$ cat config.mk
export PLATFORM = sky130hd
export DESIGN_NAME = mmc_cmd_serializer_flat
export DESIGN_NICKNAME = d
export VERILOG_FILES = /design/src/rtl/mmc_cmd_serializer_if.sv /design/src/rtl/mmc_cmd_serializer.sv /design/src/flat_wrapper.sv
export SDC_FILE = /design/constraint.sdc
export NUM_CORES = 1
export LEC_CHECK = 0
export ABC_AREA = 1
export BUFFER_PORTS_ARGS = -buffer_cell sky130_fd_sc_hd__buf_2
export CAP_MARGIN = 10
export CORE_UTILIZATION = 44
export CTS_BUF_LIST = sky130_fd_sc_hd__clkbuf_8
export CTS_CLUSTER_SIZE = 12
export DETAILED_ROUTE_END_ITERATION = 10
export PLACE_DENSITY = 0.7
export SLEW_MARGIN = 5
export SYNTH_ARGS = -nofsm -noshare
export SYNTH_HDL_FRONTEND = slang
export SYNTH_SLANG_ARGS = --single-unit
$ cat constraint.sdc
create_clock -name clk -period 2.37 [get_ports clk]
set_clock_uncertainty 0.2 [all_clocks]
set_input_delay 0 -clock clk [delete_from_list [all_inputs] [get_ports clk]]
set_output_delay 0 -clock clk [all_outputs]
set_load 0.005 [all_outputs]
$ cat src/rtl/mmc_cmd_serializer_if.sv
// rtl/mmc_cmd_serializer_if.sv - command request handshake between the command FSM and the CMD serializer
interface mmc_cmd_serializer_if;
    logic        cmd_valid;
    logic        cmd_ready;
    logic [5:0]  cmd_index;
    logic [31:0] cmd_arg;
    logic [6:0]  cmd_crc;

    modport master (
        output cmd_valid,
        output cmd_index,
        output cmd_arg,
        output cmd_crc,
        input  cmd_ready
    );

    modport slave (
        input  cmd_valid,
        input  cmd_index,
        input  cmd_arg,
        input  cmd_crc,
        output cmd_ready
    );
endinterface

$ cat src/rtl/mmc_cmd_serializer.sv
// rtl/mmc_cmd_serializer.sv - MMC/SD 48-bit command frame transmitter with serial CRC7 and idle gap
module mmc_cmd_serializer #(
    parameter int CLK_DIV  = 2,
    parameter int GAP_BITS = 8,
    parameter bit CRC_EN   = 1'b1
) (
    input  logic                       clk,
    input  logic                       rst,
    mmc_cmd_serializer_if.slave        cmd,
    output logic                       cmd_out,
    output logic                       cmd_oe,
    output logic                       busy,
    output logic [5:0]                 bit_cnt,
    output logic                       done
);
    typedef enum logic [1:0] {S_IDLE, S_SEND, S_GAP} state_t;

    localparam logic [7:0]  DIV_LAST = 8'(CLK_DIV - 1);
    localparam int          GAP_LEN  = GAP_BITS * CLK_DIV;
    localparam logic [31:0] GAP_LAST = 32'(GAP_LEN - 1);

    state_t      state, state_n;
    logic [7:0]  div_cnt, div_n;
    logic [5:0]  bit_n, nxt_bit, tr_idx;
    logic [31:0] gap_cnt, gap_n;
    logic [39:0] sh, sh_n;
    logic [6:0]  crc, crc_n, crc_ext, crc_ext_n;
    logic [6:0]  crc_adv, trailer;
    logic        fb;
    logic        ready_q, ready_n;
    logic        out_n, oe_n, busy_n, done_n;

    assign cmd.cmd_ready = ready_q;

    // Next state, next datapath and next registered outputs
    always_comb begin
        state_n   = state;
        div_n     = div_cnt;
        bit_n     = bit_cnt;
        gap_n     = gap_cnt;
        sh_n      = sh;
        crc_n     = crc;
        crc_ext_n = crc_ext;
        ready_n   = 1'b0;
        out_n     = 1'b1;
        oe_n      = 1'b0;
        done_n    = 1'b0;
        // Serial CRC7 step (x^7 + x^3 + 1) on the bit currently on the line
        fb        = sh[39] ^ crc[6];
        crc_adv   = {crc[5:3], crc[2] ^ fb, crc[1:0], fb};
        nxt_bit   = bit_cnt + 6'd1;
        tr_idx    = 6'd46 - nxt_bit;
        trailer   = '0;

        case (state)
            S_IDLE: begin
                ready_n = 1'b1;
                if (cmd.cmd_valid && ready_q) begin
                    state_n   = S_SEND;
                    ready_n   = 1'b0;
                    sh_n      = {2'b01, cmd.cmd_index, cmd.cmd_arg};
                    crc_n     = '0;
                    crc_ext_n = cmd.cmd_crc;
                    div_n     = '0;
                    bit_n     = '0;
                    out_n     = 1'b0;
                    oe_n      = 1'b1;
                end
            end
            S_SEND: begin
                oe_n  = 1'b1;
                out_n = cmd_out;
                if (div_cnt != DIV_LAST) begin
                    div_n = div_cnt + 8'd1;
                end else begin
                    div_n = '0;
                    if (bit_cnt == 6'd47) begin
                        bit_n  = '0;
                        oe_n   = 1'b0;
                        out_n  = 1'b1;
                        done_n = 1'b1;
                        gap_n  = '0;
                        if (GAP_BITS == 0) begin
                            state_n = S_IDLE;
                            ready_n = 1'b1;
                        end else begin
                            state_n = S_GAP;
                        end
                    end else begin
                        bit_n = nxt_bit;
                        // CRC covers bits 0..39 only and is frozen while it is sent
                        if (bit_cnt < 6'd40) begin
                            crc_n = crc_adv;
                            sh_n  = {sh[38:0], 1'b0};
                        end
                        trailer = CRC_EN ? crc_n : crc_ext;
                        if (nxt_bit < 6'd40) begin
                            out_n = sh_n[39];
                        end else if (nxt_bit < 6'd47) begin
                            out_n = trailer[tr_idx[2:0]];
                        end else begin
                            out_n = 1'b1;
                        end
                    end
                end
            end
            S_GAP: begin
                if (gap_cnt == GAP_LAST) begin
                    state_n = S_IDLE;
                    ready_n = 1'b1;
                end else begin
                    gap_n = gap_cnt + 32'd1;
                end
            end
            default: begin
                state_n = S_IDLE;
            end
        endcase

        busy_n = (state_n != S_IDLE);
    end

    // State, datapath and output registers with synchronous reset
    always_ff @(posedge clk) begin
        if (rst) begin
            state   <= S_IDLE;
            div_cnt <= '0;
            bit_cnt <= '0;
            gap_cnt <= '0;
            sh      <= '0;
            crc     <= '0;
            crc_ext <= '0;
            ready_q <= 1'b0;
            cmd_out <= 1'b1;
            cmd_oe  <= 1'b0;
            busy    <= 1'b0;
            done    <= 1'b0;
        end else begin
            state   <= state_n;
            div_cnt <= div_n;
            bit_cnt <= bit_n;
            gap_cnt <= gap_n;
            sh      <= sh_n;
            crc     <= crc_n;
            crc_ext <= crc_ext_n;
            ready_q <= ready_n;
            cmd_out <= out_n;
            cmd_oe  <= oe_n;
            busy    <= busy_n;
            done    <= done_n;
        end
    end
endmodule
$ cat src/flat_wrapper.sv
// flat-port wrapper written by rule: the top's interface ports become plain ports
module mmc_cmd_serializer_flat 
#(
    parameter int CLK_DIV  = 2,
    parameter int GAP_BITS = 8,
    parameter bit CRC_EN   = 1'b1
)
  (clk, rst, cmd_out, cmd_oe, busy, bit_cnt, done, cmd_cmd_valid, cmd_cmd_index, cmd_cmd_arg, cmd_cmd_crc, cmd_cmd_ready);
  mmc_cmd_serializer_if cmd_i ();
  input  logic clk;
  input  logic rst;
  output logic cmd_out;
  output logic cmd_oe;
  output logic busy;
  output logic [5:0] bit_cnt;
  output logic done;
  input wire logic [$bits(cmd_i.cmd_valid)-1:0] cmd_cmd_valid;
  input wire logic [$bits(cmd_i.cmd_index)-1:0] cmd_cmd_index;
  input wire logic [$bits(cmd_i.cmd_arg)-1:0] cmd_cmd_arg;
  input wire logic [$bits(cmd_i.cmd_crc)-1:0] cmd_cmd_crc;
  output wire logic [$bits(cmd_i.cmd_ready)-1:0] cmd_cmd_ready;
  assign cmd_i.cmd_valid = cmd_cmd_valid;
  assign cmd_i.cmd_index = cmd_cmd_index;
  assign cmd_i.cmd_arg = cmd_cmd_arg;
  assign cmd_i.cmd_crc = cmd_cmd_crc;
  assign cmd_cmd_ready = cmd_i.cmd_ready;
  mmc_cmd_serializer #(.CLK_DIV(CLK_DIV), .GAP_BITS(GAP_BITS), .CRC_EN(CRC_EN)) u_core (.clk(clk), .rst(rst), .cmd(cmd_i), .cmd_out(cmd_out), .cmd_oe(cmd_oe), .busy(busy), .bit_cnt(bit_cnt), .done(done));
endmodule
==> impl_metrics.ini, run 1 <==
[worst_setup_path]
cp_data_required_time_ns = 2.43
critPathCaptureType = flop
crit_chain = inv_1 -> ha_1 -> nand4_1 -> o21bai_2 -> nand2_4 -> a21oi_4 -> inv_2 -> buf_12 -> nand2_1 -> a21oi_1
max_stage_delay_ns = 0.45
rr_endpoint = u_core.sh[0]
crit_fanout = 27
arrival_ns = 2.28
reg2regPathDepth = 10
cpMaxStageDelayCell = a21oi_4
cp-start-kind = flop
r2r_start = u_core.div_cnt[1]
r2r_slack_ns = 0.15
crit_buf_inv = 3
critPathTopFamily = compound AO/OA/AOI/OAI gates
critPathKind = reg -> reg

[sta]
relSlewSlack_pct = 55.8
tns_ns = 0
tightest_slew_ns = 0.663
min_period_ns = 2.22
fmax_mhz = 450
timing.final.crit_share_pct = 93.8
fin_hold_ws_ns = 0.0219
hold_violations = 0
maxSlewViolCount = 0
rsz0062_at_grt = yes
setup_viol = 0

[floorplanning]
dieArea_um2 = 13200
die_y_um = 115
io_pins = 59
core_area_um2 = 12200
start_util_pct = 46.0
die_w_um = 115
rows = 40

[detailed_routing]
drc = 0
drt_wl_total_um = 14900
vias_per_cell = 5.13
wl_per_cell_um = 12.9
drtIter0Drc = 471
vias = 5926
ant_nets = 0
dr.pass1.iters = 5

[clock_network]
clk_pin_slew_ns = 0.10
htree_levels = 3
insertion_delay_ns = 0.38
cts_tree = built
root_buffer = clkbuf_8
post_cts.repair.setup_buffers = 0
clockBufferDepth = 2
numCtsBuffers = 9
clkSinkCount = 100

[yosys]
yosys-top-cells-area = dfxtp_1 36%, nand2_1 16%, nand3_1 11%
ys_types = 35
ys_warn_count = 0
syn_avg_cell_area_um2 = 6.30
yosysTopAreaCell = dfxtp_1
synth_top_area_share_pct = 35.7
netlist_area_um2 = 5610
syn-instance-count = 891
syn_nets = 945
ys_seq_elements = 100
seq_area_frac_synth_pct = 35.7

[layout]
drive_above_1_share_pct = 13.0
fin_area_um2 = 6750
area_growth_pct = 20.2
diodes = 0
final_nets = 1037

[run_status]
outcome = complete, no violations

[pwr]
power_density_nw_per_um2 = 557
finalPower_mw = 3.76
leakagePower_nw = 2.89
ir_worst_vdd_uv = 455

[global_routing]
grt_max_degree = 55
grt_antenna_before_repair = 0
grt.total_usage_pct = 23.7
overflow = 0
grt_pass1_vias = 5422
grt_pass1_wl_um = 24800

[placement]
gp_congestion = 0.961
hpwl_um = 9490
port_buffers = 51
post_dp_cell_area_um2 = 6100

[min_path]
min_to = u_core.done
hp-class = in -> reg
min_from = rst
hold_depth = 3

[flow_run]
drv_cap = 0
==> final cells by class <==
| class | count | area, um2 |
|---|---|---|
| Timing Repair Buffer | 119 | 878 |
| Clock buffer | 11 | 151 |
| Tap cell | 168 | 210 |
| Fill cell | 1235 | 5470 |
| Multi-Input combinational cell | 682 | 3180 |
| Inverter | 71 | 267 |
| Sequential cell | 100 | 2000 |
| Clock inverter | 4 | 56.3 |
==> where the power goes <==
part / switching, mW / total (mW) / internal (mW)
logic: 0.453 / 0.729 / 0.276
registers: 0.0588 / 1.86 / 1.80
clock network: 0.623 / 1.17 / 0.550
==> worst max-delay path by stage <==
stage               depth (start not counted)                 end              start  slack (ns)
floorplan                                  12  u_core.gap_cnt[18]  u_core.gap_cnt[0]        0.39
global placement                           10       u_core.sh[17]  u_core.div_cnt[1]       -0.03
detailed placement                         10       u_core.sh[27]  u_core.div_cnt[1]       -0.07
CTS                                         8         u_core.busy    u_core.state[0]        0.16
global route                               10        u_core.sh[0]  u_core.div_cnt[1]       -0.04
finish                                     10        u_core.sh[0]  u_core.div_cnt[1]        0.15
==> worst min-delay path, cell delays in order <==
cell and delay, ns:
buf_2 0.11, buf_4 0.30, nor2_1 0.15
==> routing by layer <==
metal | routed length (um) | part of all wire, % | track usage (%)
met4 | 204 | 1.4 | 8.40
met2 | 6900 | 46 | 39.7
met1 | 6910 | 46 | 30.0
met3 | 933 | 6.2 | 5.11
met5 | 0 | 0 | 0
==> registers in the layout (all words and copies together) (netlist names) <==
name                  flops
u_core.bit_cnt            6
u_core.busy               1
u_core.cmd.cmd_ready      1
u_core.cmd_oe             1
u_core.cmd_out            1
u_core.crc                7
u_core.div_cnt            8
u_core.done               1
u_core.gap_cnt           32
u_core.sh                40
u_core.state              2
==> logic make-up (layout without fill, tap and decap cells) <==
| family | after synthesis | in the layout | synth area share (%) |
|---|---|---|---|
| AOI/OAI and AO/OA | 116 | 117 | 11.2 |
| xor gates and xnor gates | 6 | 6 | 0.936 |
| adders and majority gates | 6 | 6 | 1.34 |
| buffers and inverters | 110 | 205 | 8.56 |
| DFF | 100 | 100 | 35.7 |
| and+or+nand+nor | 553 | 553 | 42.3 |
==> cells in the final DEF, fill, tap and decap left out, types with 8 or more instances in the layout <==
master         count
nor2_1           131
buf_4             27
buf_2             51
nand3_1          120
dfxtp_1          100
o21ai_0           45
nand4_1           12
a21oi_1           54
inv_1             66
nand2_1          243
nor3_1            14
dlygate4sd3_1     40
or2_2              8
clkbuf_8          11
==> cells in the mapped netlist <==
library cell and count:
nor2_1 136, o21bai_2 1, a21boi_0 1, a21oi_4 1, o21ai_0 46, a21oi_1 54, nor2_4 1, nand2_2 3
nand3_1 120, buf_1 3, a221oi_1 1, nand3b_1 6, nand3_2 1, inv_2 5, clkbuf_1 17, or2_2 8
dfxtp_1 100, and3_1 1, buf_6 7, o21ai_1 5, a211oi_1 2, a21oi_2 3, o211a_1 1, nand2_1 243
buf_2 12, nor4_1 4, nor3b_1 1, nor3_2 1, nand4_1 12, inv_1 66, nand2_4 2, xor2_1 6
ha_1 6, nor3_1 14, o22ai_1 1
==> stage by stage <==
stage	util (%)	setup slack [ns]	instances
global placement	49.9	-0.0259	1099
detailed placement	49.9	-0.0686	1099
CTS	55.0	0.157	1155
global route	55.2	-0.0438	1155
finish	55.2	0.147	1155
floorplan	-	0.387	891
==> timing repair <==
item / 4_1_cts / 5_1_grt
hold buffers: 40 / 0
hold endpoints to repair: 39 / 0
resized for setup: 0 / 7
cloned: 1 / 0
setup endpoints to repair: 39 / 34
pin swaps: 0 / 0
Power figures use the tool's default switching activity.
==> inputs of run 2 (changes only) <==
--- a/config.mk
+++ b/config.mk
@@ -6,13 +6,14 @@
 export NUM_CORES = 1
 export LEC_CHECK = 0
 export ABC_AREA = 1
+export ABC_CLOCK_PERIOD_IN_PS = 2370
 export BUFFER_PORTS_ARGS = -buffer_cell sky130_fd_sc_hd__buf_2
 export CAP_MARGIN = 10
 export CORE_UTILIZATION = 44
 export CTS_BUF_LIST = sky130_fd_sc_hd__clkbuf_8
 export CTS_CLUSTER_SIZE = 12
 export DETAILED_ROUTE_END_ITERATION = 10
-export PLACE_DENSITY = 0.7
+export PLACE_DENSITY = 0.62
 export SLEW_MARGIN = 5
 export SYNTH_ARGS = -nofsm -noshare
 export SYNTH_HDL_FRONTEND = slang
==> constraint.sdc (replaced) <==
create_clock -name clk -period 2.37 [get_ports clk]
set_clock_uncertainty 0.2 [all_clocks]
set_input_delay 0 -clock clk [delete_from_list [all_inputs] [get_ports clk]]
set_output_delay 0 -clock clk [all_outputs]
set_load 0.01 [all_outputs]
==> run 2 against run 1 <==
Against the previous run: cell count down 0.17%; fmax up 4.7%; power down 3.6%; clock power down 8%; largest power group unchanged; non-clock buffer count down 2; routed wire length down 4.7%.
==> impl_metrics.ini, run 2 (synthesis gave the netlist of run 1 again) <==
[worst_setup_path]
max_stage_delay_ns = 0.37
crit_buf_inv = 2
cpMaxStageDelayCell = dfxtp_2
arrival_ns = 2.24
crit_chain = ha_2 -> nand2_2 -> nor3_1 -> nand3_1 -> nor2_1 -> nand4_1 -> nand2_2 -> nand2_4 -> inv_2 -> buf_4 -> nand2_1 -> a21oi_1
critPathTopFamily = simple AND/OR/NAND/NOR gates
cp_common_cell = nand2_2
critPathKind = reg -> reg
cp-start-kind = flop
crit_fanout = 14
critPathCaptureType = flop
cp_data_required_time_ns = 2.49

[global_routing]
grt_pass1_vias = 5229
overflow = 0
grt_pass1_wl_um = 24000
grt.total_usage_pct = 22.7
grt_max_degree = 55
grt_antenna_before_repair = 0

[pwr]
leakagePower_nw = 2.86
p_comb_share_pct = 19.0
ir_worst_vdd_uv = 416
power_switching_mw = 1.14
finalPower_mw = 3.63
internal_power_mw = 2.48
power_density_nw_per_um2 = 543
clkPwrFrac_pct = 29.7
seq_power_share_pct = 51.3
sw_frac_of_total_pct = 31.5

[layout]
layout_common_cells = 243 x nand2_1, 135 x nor2_1, 120 x nand3_1
area_growth_pct = 18.9
fin_area_um2 = 6670
utilization_pct = 54.6
regMostFlops = u_core.sh
drive_above_1_share_pct = 12.3
final_common_cell = nand2_1
reg.largest.list = u_core.sh x40, u_core.gap_cnt x32, u_core.div_cnt x8
nFillCells = 1273
largest_reg_flops = 40
diodes = 0
final_nets = 1034
stdcell_count = 1153

[min_path]
hp-class = in -> reg

[detailed_routing]
met3_length_um = 526
drc = 0
vias_per_cell = 4.97
top_layer = met4
ant_nets = 0
vias = 5726
wl_met1_um = 7080
wl_met2_um = 6470
drtIter0Drc = 299
wl_per_cell_um = 12.4
dr.pass1.iters = 5
drt_wl_total_um = 14200

[floorplanning]
start_util_pct = 46.0
die_y_um = 115
die_w_um = 115
core_area_um2 = 12200
rows = 40
dieArea_um2 = 13200
io_pins = 59

[sta]
fmax_mhz = 471
relSlewSlack_pct = 58.8
rsz0062_at_grt = no
tns_ns = 0
timing.final.crit_share_pct = 89.6
setup_viol = 0
fin_hold_ws_ns = 0.262
hold_violations = 0
tightest_slew_ns = 0.619
worst_slack_ns = 0.246
maxSlewViolCount = 0
min_period_ns = 2.12

[placement]
dp_slack_ns = 0.166
gp_congestion = 0.859
placed_cells = 1094
hpwl_um = 9260
post_dp_cell_area_um2 = 6050
port_buffers = 51

[clock_network]
root_buffer = clkbuf_8
htree_levels = 3
numCtsBuffers = 9
insertion_delay_ns = 0.39
clkSinkCount = 100
clockBufferDepth = 2
cts_tree = built
clk_pin_slew_ns = 0.10

[run_status]
outcome = complete, no violations

[flow_run]
drv_cap = 0
-- run 2: timing repair --
action | in CTS | in global routing
endpoints found under the setup margin | 0 | 33
hold buffers | 42 | 0
endpoints found under the hold margin | 41 | 0
setup buffers | 0 | 1
resized for setup | 0 | 3
-- run 2: final cells by class --
type                    count  area, um2  area share, %
repair buffers            117        860           12.9
clock inverters             6       47.5          0.713
clock buffers              10        138           2.06
well taps                 168        210           3.15
inverters                  71        267           4.00
multi-input cells         681       3150           47.2
flip-flops and latches    100       2000           30.0
-- run 2: worst paths after layout --
kind | slack [ns] | cells after the start | startpoint | endpoint
worst max register to register | 0.25 | 12 | u_core.gap_cnt[1] | u_core.gap_cnt[2]
worst max-delay path | 0.25 | 12 | u_core.gap_cnt[1] | u_core.gap_cnt[2]
worst min-delay path | 0.26 | 6 | cmd_cmd_arg[29] | u_core.sh[29]
worst min register to register | 0.27 | 2 | u_core.crc[4] | u_core.crc[4]
-- run 2: power by group through the flow --
stage / Clock [mW] / Sequential (mW) / Combinational (mW)
global route: 1.18 / 1.87 / 0.793
CTS: 1.12 / 1.86 / 0.690
floorplan: 0 / 1.89 / 0.475
global placement: 0 / 1.90 / 0.632
detailed placement: 0 / 1.90 / 0.635
finish: 1.08 / 1.86 / 0.689
-- run 2: metal layers --
metal  global-route usage (%)  vias up
li1                         -     3069
met1                     30.3     2543
met2                     37.0       99
met3                     5.43       15
met4                     5.19        0
met5                        0        -
-- run 2: tightest hold or removal path: cells and delay by family --
family                 cells  cell delay (ns)
AND/OR/NAND/NOR            4             0.21
buffers and inverters      2             0.61
